`src/rtl/lsu_mem_ctrl_if.sv`:
```
// Data-memory request/response bus: the LSU drives it as master, the memory answers as slave.
interface lsu_mem_ctrl_if;
   logic        req_valid;
   logic        req_ready;
   logic [63:0] req_addr;
   logic        req_wen;
   logic [63:0] req_wdata;
   logic [7:0]  req_wstrb;
   logic        resp_valid;
   logic [63:0] resp_rdata;

   modport master (
      output req_valid, req_addr, req_wen, req_wdata, req_wstrb,
      input  req_ready, resp_valid, resp_rdata
   );
   modport slave (
      input  req_valid, req_addr, req_wen, req_wdata, req_wstrb,
      output req_ready, resp_valid, resp_rdata
   );
endinterface

```
`src/rtl/lsu_mem_ctrl.sv`:
```
// EX-stage load/store unit: one memory access per instruction over a valid/ready bus, with stall and timeout.
// Define LSU_MISALIGN_EN to reject naturally-misaligned accesses (o_lsu_misalign) instead of aligning them down.
module lsu_mem_ctrl #(
   parameter int unsigned TIMEOUT_CYC = 1023
) (
   input  logic           clk,
   input  logic           rst_n,
   input  logic           i_ex_valid,
   input  logic           i_ex_mem_ena,
   input  logic           i_ex_mem_wen,
   input  logic [3:0]     i_ex_mem_mask,
   input  logic [63:0]    i_ex_addr,
   input  logic [63:0]    i_ex_wdata,
   output logic           o_mem_stall,
   output logic           o_lsu_done,
   output logic [63:0]    o_lsu_rdata,
   output logic           o_lsu_timeout,
`ifdef LSU_MISALIGN_EN
   output logic           o_lsu_misalign,
`endif
   lsu_mem_ctrl_if.master dmem
);

   typedef enum logic [1:0] {ST_IDLE, ST_REQ, ST_RESP, ST_DONE} state_t;

   localparam logic [9:0] LP_CNT_LAST = 10'(TIMEOUT_CYC - 1);

   state_t      r_state, w_state_nxt;
   logic [9:0]  r_cnt;
   logic [63:0] r_rdata;
   logic        r_timeout;
   logic [63:0] r_req_addr;
   logic        r_req_wen;
   logic [63:0] r_req_wdata;
   logic [7:0]  r_req_wstrb;
   logic [2:0]  r_off;
   logic [1:0]  r_size;
   logic        r_zext;

   logic        w_start;
   logic        w_cnt_hit;
   logic [7:0]  w_size_strb;
   logic [2:0]  w_align_mask;
   logic [2:0]  w_off;
   logic [63:0] w_shifted;
   logic [63:0] w_load;
   logic        w_unused_mask3;

   assign w_start        = i_ex_valid & i_ex_mem_ena;
   assign w_cnt_hit      = (r_cnt == LP_CNT_LAST);
   assign w_unused_mask3 = i_ex_mem_mask[3];

   // NOTE: every output of a combinational block gets a default first, so no path leaves it unassigned and no latch is inferred.
   always_comb begin
      w_size_strb  = 8'h01;
      w_align_mask = 3'b000;
      case (i_ex_mem_mask[1:0])
         2'd0:    begin w_size_strb = 8'h01; w_align_mask = 3'b000; end
         2'd1:    begin w_size_strb = 8'h03; w_align_mask = 3'b001; end
         2'd2:    begin w_size_strb = 8'h0F; w_align_mask = 3'b011; end
         default: begin w_size_strb = 8'hFF; w_align_mask = 3'b111; end
      endcase
   end

   // Offset bits below the access size are dropped, so every issued access is naturally aligned.
   assign w_off = i_ex_addr[2:0] & ~w_align_mask;

`ifdef LSU_MISALIGN_EN
   logic w_misalign;
   logic r_misalign;
   assign w_misalign     = |(i_ex_addr[2:0] & w_align_mask);
   assign o_lsu_misalign = (r_state == ST_DONE) & r_misalign;
`endif

   always_comb begin
      w_shifted = dmem.resp_rdata >> {r_off, 3'b000};
      w_load    = '0;
      case (r_size)
         2'd0:    w_load = r_zext ? {56'd0, w_shifted[7:0]}  : {{56{w_shifted[7]}},  w_shifted[7:0]};
         2'd1:    w_load = r_zext ? {48'd0, w_shifted[15:0]} : {{48{w_shifted[15]}}, w_shifted[15:0]};
         2'd2:    w_load = r_zext ? {32'd0, w_shifted[31:0]} : {{32{w_shifted[31]}}, w_shifted[31:0]};
         default: w_load = w_shifted;
      endcase
   end

   // NOTE: sequential state uses non-blocking assignments so every register samples pre-edge values.
   always_ff @(posedge clk or negedge rst_n) begin
      if (!rst_n) r_state <= ST_IDLE;
      else        r_state <= w_state_nxt;
   end

   always_comb begin
      w_state_nxt = r_state;
      case (r_state)
         ST_IDLE: begin
            if (w_start) begin
`ifdef LSU_MISALIGN_EN
               w_state_nxt = w_misalign ? ST_DONE : ST_REQ;
`else
               w_state_nxt = ST_REQ;
`endif
            end
         end
         ST_REQ:  if (dmem.req_ready) w_state_nxt = ST_RESP;
         ST_RESP: if (dmem.resp_valid || w_cnt_hit) w_state_nxt = ST_DONE;
         default: w_state_nxt = ST_IDLE;
      endcase
      // Releasing the stall in DONE is what lets the ID/EX register advance.
      o_mem_stall    = w_start & (r_state != ST_DONE);
      o_lsu_done     = (r_state == ST_DONE);
      o_lsu_timeout  = (r_state == ST_DONE) & r_timeout;
      dmem.req_valid = (r_state == ST_REQ);
   end

   assign dmem.req_addr  = r_req_addr;
   assign dmem.req_wen   = r_req_wen;
   assign dmem.req_wdata = r_req_wdata;
   assign dmem.req_wstrb = r_req_wstrb;
   assign o_lsu_rdata    = r_rdata;

   // NOTE: the captured request fields are reset too; they are few flops and keep the bus free of X after reset.
   always_ff @(posedge clk or negedge rst_n) begin
      if (!rst_n) begin
         r_cnt       <= '0;
         r_rdata     <= '0;
         r_timeout   <= 1'b0;
         r_req_addr  <= '0;
         r_req_wen   <= 1'b0;
         r_req_wdata <= '0;
         r_req_wstrb <= '0;
         r_off       <= '0;
         r_size      <= '0;
         r_zext      <= 1'b0;
`ifdef LSU_MISALIGN_EN
         r_misalign  <= 1'b0;
`endif
      end else begin
         r_cnt <= (r_state == ST_RESP) ? r_cnt + 10'd1 : '0;
         if (r_state == ST_IDLE && w_start) begin
            r_req_addr  <= {i_ex_addr[63:3], 3'b000};
            r_req_wen   <= i_ex_mem_wen;
            r_req_wdata <= i_ex_wdata << {w_off, 3'b000};
            r_req_wstrb <= i_ex_mem_wen ? (w_size_strb << w_off) : 8'h00;
            r_off       <= w_off;
            r_size      <= i_ex_mem_mask[1:0];
            r_zext      <= i_ex_mem_mask[2];
            r_rdata     <= '0;
            r_timeout   <= 1'b0;
`ifdef LSU_MISALIGN_EN
            r_misalign  <= w_misalign;
`endif
         end else if (r_state == ST_RESP) begin
            if (dmem.resp_valid) begin
               r_rdata <= r_req_wen ? '0 : w_load;
            end else if (w_cnt_hit) begin
               r_rdata   <= '0;
               r_timeout <= 1'b1;
            end
         end
      end
   end

endmodule

```
`src/flat_wrapper.sv`:
```
// flat-port wrapper written by rule: the top's interface ports become plain ports
module lsu_mem_ctrl_flat 
#(
   parameter int unsigned TIMEOUT_CYC = 1023
)
  (clk, rst_n, i_ex_valid, i_ex_mem_ena, i_ex_mem_wen, i_ex_mem_mask, i_ex_addr, i_ex_wdata, o_mem_stall, o_lsu_done, o_lsu_rdata, o_lsu_timeout, dmem_req_valid, dmem_req_addr, dmem_req_wen, dmem_req_wdata, dmem_req_wstrb, dmem_req_ready, dmem_resp_valid, dmem_resp_rdata);
  lsu_mem_ctrl_if dmem_i ();
  input  logic clk;
  input  logic rst_n;
  input  logic i_ex_valid;
  input  logic i_ex_mem_ena;
  input  logic i_ex_mem_wen;
  input  logic [3:0] i_ex_mem_mask;
  input  logic [63:0] i_ex_addr;
  input  logic [63:0] i_ex_wdata;
  output logic o_mem_stall;
  output logic o_lsu_done;
  output logic [63:0] o_lsu_rdata;
  output logic o_lsu_timeout;
  output wire logic [$bits(dmem_i.req_valid)-1:0] dmem_req_valid;
  output wire logic [$bits(dmem_i.req_addr)-1:0] dmem_req_addr;
  output wire logic [$bits(dmem_i.req_wen)-1:0] dmem_req_wen;
  output wire logic [$bits(dmem_i.req_wdata)-1:0] dmem_req_wdata;
  output wire logic [$bits(dmem_i.req_wstrb)-1:0] dmem_req_wstrb;
  input wire logic [$bits(dmem_i.req_ready)-1:0] dmem_req_ready;
  input wire logic [$bits(dmem_i.resp_valid)-1:0] dmem_resp_valid;
  input wire logic [$bits(dmem_i.resp_rdata)-1:0] dmem_resp_rdata;
  assign dmem_req_valid = dmem_i.req_valid;
  assign dmem_req_addr = dmem_i.req_addr;
  assign dmem_req_wen = dmem_i.req_wen;
  assign dmem_req_wdata = dmem_i.req_wdata;
  assign dmem_req_wstrb = dmem_i.req_wstrb;
  assign dmem_i.req_ready = dmem_req_ready;
  assign dmem_i.resp_valid = dmem_resp_valid;
  assign dmem_i.resp_rdata = dmem_resp_rdata;
  lsu_mem_ctrl #(.TIMEOUT_CYC(TIMEOUT_CYC)) u_core (.clk(clk), .rst_n(rst_n), .i_ex_valid(i_ex_valid), .i_ex_mem_ena(i_ex_mem_ena), .i_ex_mem_wen(i_ex_mem_wen), .i_ex_mem_mask(i_ex_mem_mask), .i_ex_addr(i_ex_addr), .i_ex_wdata(i_ex_wdata), .o_mem_stall(o_mem_stall), .o_lsu_done(o_lsu_done), .o_lsu_rdata(o_lsu_rdata), .o_lsu_timeout(o_lsu_timeout), .dmem(dmem_i));
endmodule
```
`config.mk`:
```
export PLATFORM = sky130hd
export DESIGN_NAME = lsu_mem_ctrl_flat
export DESIGN_NICKNAME = d
export VERILOG_FILES = /design/src/rtl/lsu_mem_ctrl_if.sv /design/src/rtl/lsu_mem_ctrl.sv /design/src/flat_wrapper.sv
export SDC_FILE = /design/constraint.sdc
export NUM_CORES = 1
export LEC_CHECK = 0
export CAP_MARGIN = 40
export CORE_MARGIN = 1
export CORE_UTILIZATION = 46
export DETAILED_ROUTE_END_ITERATION = 6
export PLACE_DENSITY = 0.81
export RECOVER_POWER = 25
export SYNTH_ARGS = -nofsm -noshare
export SYNTH_HDL_FRONTEND = slang
export SYNTH_SLANG_ARGS = --single-unit
```
`constraint.sdc`:
```
create_clock -name clk -period 2.5 [get_ports clk]
set_clock_uncertainty 0.05 [all_clocks]
set_input_delay 0.375 -clock clk [delete_from_list [all_inputs] [get_ports clk]]
set_output_delay 0.375 -clock clk [all_outputs]
set_load 0.005 [all_outputs]
```
# [Word-level counts from Yosys, hierarchy flattened]
# Index checks and enable logic that the tools add are counted.
# W data, S select, Z words.
[word_totals] regBits=217 out_inout_bits=205 word_cells=65
[classes] n_addsub=1 eq_ne=13 n_shift=3 muxes=21 bitwise=5 n_reduce_logical=11
[ops] operator="$mux W64" n=8
[ops] operator="$pmux W64 S3" n=1
[ops] operator="$shl A64 B6 Y64" n=1
[ops] operator="$shr A64 B6 Y64" n=1
[ops] operator="$pmux W8 S3" n=1
[ops] operator="$add A10 B1 Y10 const B" n=1
[ops] operator="$eq A10 B10 Y1 const B" n=1
[ops] operator="$mux W10" n=1
[ops] operator="$pmux W3 S3" n=1
[ops] operator="$eq A2 B2 Y1 const B" n=4
[ops] operator="$mux W8" n=1
[ops] operator="$ne A2 B1 Y1 const B" n=4
[ops] operator="$shl A8 B3 Y8" n=1
[ops] operator="$eq A2 B1 Y1 const B" n=3
[ops] operator="$logic_not A2 Y1" n=3
[ops] operator="$mux W2" n=3
[ops] operator="$pmux W2 S3" n=1
[ops] operator="$reduce_and A3 Y1" n=2
[ops] operator="$mux W1" n=4
[ops] operator="$reduce_bool A2 Y1" n=2
[ops] operator="$and A1 B1 Y1" n=3
[ops] operator="$and A3 B3 Y3" n=1
[ops] operator="$not A3 Y3" n=1
[ops] operator="$reduce_bool A3 Y1" n=1
[ops] operator="4 further kinds" n=4

# [Longest topological paths before layout]
[logic_depth] word_depth=7 depth_mapped=9 ltp_nobuf=7

# [Least setup slack after synthesis]
# OpenSTA, ideal clock, no wires.
[synth_path] kind="register -> register" start="register u_core.r_state[0]" end="register u_core.r_rdata[23], in the netlist u_core.o_lsu_rdata[23]" t_arrival_ns=2.028 required_ns=2.384 slack_ns=0.355 stages_incl_launch_ff=8 synth_period_minus_slack_ns=2.145 cell_sequence="dfrtp_1 inv_1 ha_1 and3_1 or3_1 nor2_1 clkbuf_1 a221o_1"
[synth_via] elab_chain_cells=4 word_cells_on_any_way=7 classes_between="1 x eq/ne; 1 x mux; 5 x reduce/logical"
[synth_rtl] item="start: declaration" line_no="lsu_mem_ctrl.sv:28" rtl="state_t r_state, w_state_nxt;"
[synth_rtl] item="start signal: assignment" line_no="lsu_mem_ctrl.sv:89" rtl="else r_state <= w_state_nxt;"
[synth_rtl] item="$logic_not A2 Y1" line_no="lsu_mem_ctrl.sv:139" rtl="if (r_state == ST_IDLE && w_start) begin"
[synth_rtl] item="$logic_and A1 B1 Y1" line_no="lsu_mem_ctrl.sv:139"
[synth_rtl] item="$reduce_bool A3 Y1 (no source line) or $reduce_bool A2 Y1 (tied branches)"
[synth_rtl] item="$reduce_and A2 Y1 (no source line)"
[synth_rtl] item="end signal: assignment" line_no="lsu_mem_ctrl.sv:154" rtl="r_rdata <= r_req_wen ? '0 : w_load;"
[synth_rtl] item="end: declaration" line_no="lsu_mem_ctrl.sv:30" rtl="logic [63:0] r_rdata;"
# Parallel ways exist; a longest one is shown, timed or not.
# A chain may end at the register's enable or synchronous reset.

# [Worst setup path after layout]
[layout_path] start="register u_core.r_off[1]" end="register u_core.r_rdata[52], in the netlist u_core.o_lsu_rdata[52]"
[layout_via] elab_chain_cells=7 word_cells_on_any_way=9 classes_between="1 x shift; 8 x mux"
[layout_rtl] item="start: declaration" line_no="lsu_mem_ctrl.sv:36" rtl="logic [2:0] r_off;"
[layout_rtl] item="start signal: assignment" line_no="lsu_mem_ctrl.sv:144" rtl="r_off <= w_off;"
[layout_rtl] item="$shr A64 B6 Y64 *" line_no="lsu_mem_ctrl.sv:76" rtl="w_shifted = dmem.resp_rdata >> {r_off, 3'b000};"
[layout_rtl] item="$mux W64 (on tied branches)" line_no="lsu_mem_ctrl.sv:81, lsu_mem_ctrl.sv:79, lsu_mem_ctrl.sv:80"
[layout_rtl] item="$pmux W64 S3 *" line_no="lsu_mem_ctrl.sv:78" rtl="case (r_size)"
[layout_rtl] item="$mux W64 *" line_no="lsu_mem_ctrl.sv:154"
[layout_rtl] item="$mux W64 *" line_no="lsu_mem_ctrl.sv:153" rtl="if (dmem.resp_valid) begin"
[layout_rtl] item="$mux W64 *" line_no="lsu_mem_ctrl.sv:152" rtl="end else if (r_state == ST_RESP) begin"
[layout_rtl] item="$mux W64 *" line_no="lsu_mem_ctrl.sv:139"
# Every way passes the cells marked *; elsewhere a longest branch is shown, timed or not. The select of a mux whose other input is x is not followed.

==> results_dict.tcl <==
set metrics [dict create \
    fill_cells 1937 \
    drt_drc_violations_left 0 \
    multi_input_area_um2 5824 \
    ys.flop_type "dfrtp_1" \
    ctsResizeCount 0 \
    die_w_um 161.6 \
    crit_slowest_cell "dfrtp_2" \
    synth_seq_cells 217 \
    io_pins 408 \
    hold-worst-slack_ns 0.3287 \
    ys_warn_count 0 \
    endpoint_kind "flip-flop" \
    yosysSeqAreaShare_pct 46.35 \
    final_common_cell "clkdlybuf4s50_1" \
    syn_avg_cell_area_um2 9.738 \
    arrival_ns 2.71 \
    overflow 0 \
    power_density_nw_per_um2 1035 \
    wl_per_cell_um 21.86 \
    async_flop_share_pct 100.0 \
    critical_path_peak_fanout 36 \
    placed_area_um2 16510 \
    num_vias 11371 \
    yosys.area.top_type_share_pct 46.35 \
    fin_crit_ns 2.301 \
    cts_root_buf "clkbuf_16" \
    critPathBufInv 2 \
    leakagePower_nw 7.516 \
    die-height_um 161.6 \
    gp_congestion 0.9396 \
    hold_viol_final 0 \
    cp_top_family "compound AO/OA/AOI/OAI gates" \
    row_count 58 \
    run_status "complete, no violations" \
    slowest_delay_ns 0.43 \
    power.total_mw 17.88 \
    synth_area_leaders "dfrtp_1, nand2_1, mux2i_1, mux4_2, a22o_1" \
    drt-pass1-iter-count 6 \
    highest_layer "met4" \
    synth_top_cell_by_area "dfrtp_1" \
    drt_iter0_markers 1000 \
    vias_per_cell 5.784 \
    antenna_found_initial 1 \
    grt_pass1_vias 11364 \
    dp_hpwl_um 31750 \
    final-setup-viol-count 0 \
    slew_viol_final 0 \
    cts_hold_buffers 1 \
    fin_area_um2 17270 \
    place_ws_ns -0.1754 \
    worst_pin_slew_ns 1.239 \
    dieArea_um2 26110 \
    synthesis.area_um2 11710 \
    syn_to_final_growth_pct 47.38 \
    finalCritPeriodShare_pct 92.05 \
    setup_ws_ns 0.1987 \
    drive_above_1_share_pct 11.07 \
    antenna_left 0 \
    totalWireLength_um 42980 \
    ir_drop_mv 0.6637 \
    dr_wl_met2_um 20580 \
    final_cell_mix "clkdlybuf4s50_1, nand2_1, dfrtp_1, mux2i_1, o21ai_0" \
    slew_headroom_pct 17.43 \
    cts_tree "yes" \
    max_freq_mhz 434.5 \
    layout.nets 1829 \
    core_region_area_um2 25110 \
    netlist_instances 1203 \
    instances_no_fill 1966 \
    htree_levels 1 \
    synth_edf_count 0 \
    clockBufferDepth 3 \
    worstSkewPairLatency_ns 0.53 \
    worstPathCellList "buf_4, a21oi_1, o221a_2, o41a_1, a31oi_4, buf_12, a22o_1" \
    numPortBuffers 403 \
    track_usage_pct 32.21 \
    regArea_um2 5435 \
    drv_cap 0 \
    synth_fa_ha_area_share_pct 0.6408 \
    synth_top_family_by_area "compound AO/OA/AOI/OAI gates" \
    cts_buffers 25 \
    clock_sinks 217 \
    initial_core_util_pct 46.66 \
    grt_pass1_wl_um 64680 \
    path_class "reg2reg" \
    synth_compound_area_share_pct 17.33 \
    synth-simple-area-share_pct 16.07 \
    synthDistinctLibCells 55 \
    hp-class "in2reg" \
    regToRegSetupSlack_ns 0.20 \
    grt_start_max_net_pins 111 \
    placed_cells 1922 \
    rsz0062_at_grt "false" \
    synth.mux.area_fraction_pct 14.66 \
    synth-xor-area-share_pct 0.5981 \
    required_ns 2.91 \
    dr_wl_met3_um 4532 \
    cts_setup_buffers 0 \
    wl_met1_um 15860 \
    worstSetupStartpointType "flip-flop" \
    clk_pin_slew_ns 0.06 \
]
==> worst min-delay path, stage by stage <==
cell and delay [ns]:
clkdlybuf4s50_1 0.39, nand2_1 0.05, nand2_1 0.04
==> state kept, by name, summed over array words and instances, names as in the netlist <==
register	flops
u_core.dmem.req_addr	61
u_core.dmem.req_wen	1
u_core.r_state	2
u_core.o_lsu_rdata	64
u_core.r_timeout	1
u_core.dmem.req_wstrb	8
u_core.r_zext	1
u_core.r_cnt	10
u_core.r_size	2
u_core.dmem.req_wdata	64
u_core.r_off	3
==> report_power, final <==
group          leakage, nW  internal [mW]  total [mW]  switching (mW)
Clock                0.376           2.04        3.47            1.43
Combinational         4.37           4.63        8.53            3.90
Sequential            2.77           4.92        5.88           0.965
==> Yosys cell counts (all sizes together), types with 2 or more instances <==
cell type,number
o41ai,2
nand2,345
nor2b,10
o22ai,2
o31ai,8
clkbuf,55
and2,12
o211ai,9
and3,12
ha,6
or3,3
a21oi,31
mux2i,76
a22o,52
nor2,42
buf,43
a32o,3
nand3,9
inv,13
mux2,19
xnor2,7
a21o,13
a2bb2oi,9
nand2b,6
dfrtp,217
a221o,33
or2,2
o21ai,69
o2bb2ai,6
nand4,3
a22oi,9
nor3b,2
a211oi,3
nor3,6
a31oi,14
mux4,33
o21a,9
==> layout make-up <==
cell class,instances,share of cell area [%]
diodes,1,0.01449
clock inverters,2,0.07972
repair buffers,486,27.66
flip-flops and latches,217,31.48
clock buffers,40,4.355
inverters,13,0.2826
well taps,330,2.391
multi-input cells,877,33.73
==> per-stage QoR <==
stage	util (%)	setup TNS, ns
5_1_grt	68.76	0
2_1_floorplan	-	0
4_1_cts	68.86	0
6_report	68.76	0
3_5_place_dp	65.77	-7.544
3_3_place_gp	65.74	-5.204
==> kinds of logic after synthesis <==
kind of cell    Yosys count
mux                     128
compound gates          276
other cells               1
buf+inv                 111
flops                   217
simple gates            456
fa+ha+maj                 6
xor+xnor                  8
==> layer usage <==
metal  global-route usage (%)  vias to the layer above
li1                         -                     5098
met1                    38.07                     5506
met2                    53.90                      635
met3                    9.656                      132
met4                    14.75                        0
met5                        0                        -
==> worst paths after layout <==
check                                                startpoint                              endpoint  cells past startpoint
setup / recovery                    u_core.r_off[1]$_DFFE_PN0P_    u_core.o_lsu_rdata[52]$_DFFE_PN0P_                      7
hold / removal                                    i_ex_addr[16]  u_core.dmem.req_addr[16]$_DFFE_PN0P_                      3
setup reg to reg                    u_core.r_off[1]$_DFFE_PN0P_    u_core.o_lsu_rdata[52]$_DFFE_PN0P_                      7
hold reg to reg            u_core.dmem.req_addr[24]$_DFFE_PN0P_  u_core.dmem.req_addr[24]$_DFFE_PN0P_                      2
max in group asynchronous                                 rst_n    u_core.o_lsu_rdata[18]$_DFFE_PN0P_                      3
min in group asynchronous                                 rst_n  u_core.dmem.req_addr[60]$_DFFE_PN0P_                      2
Power figures use the tool's default switching activity.
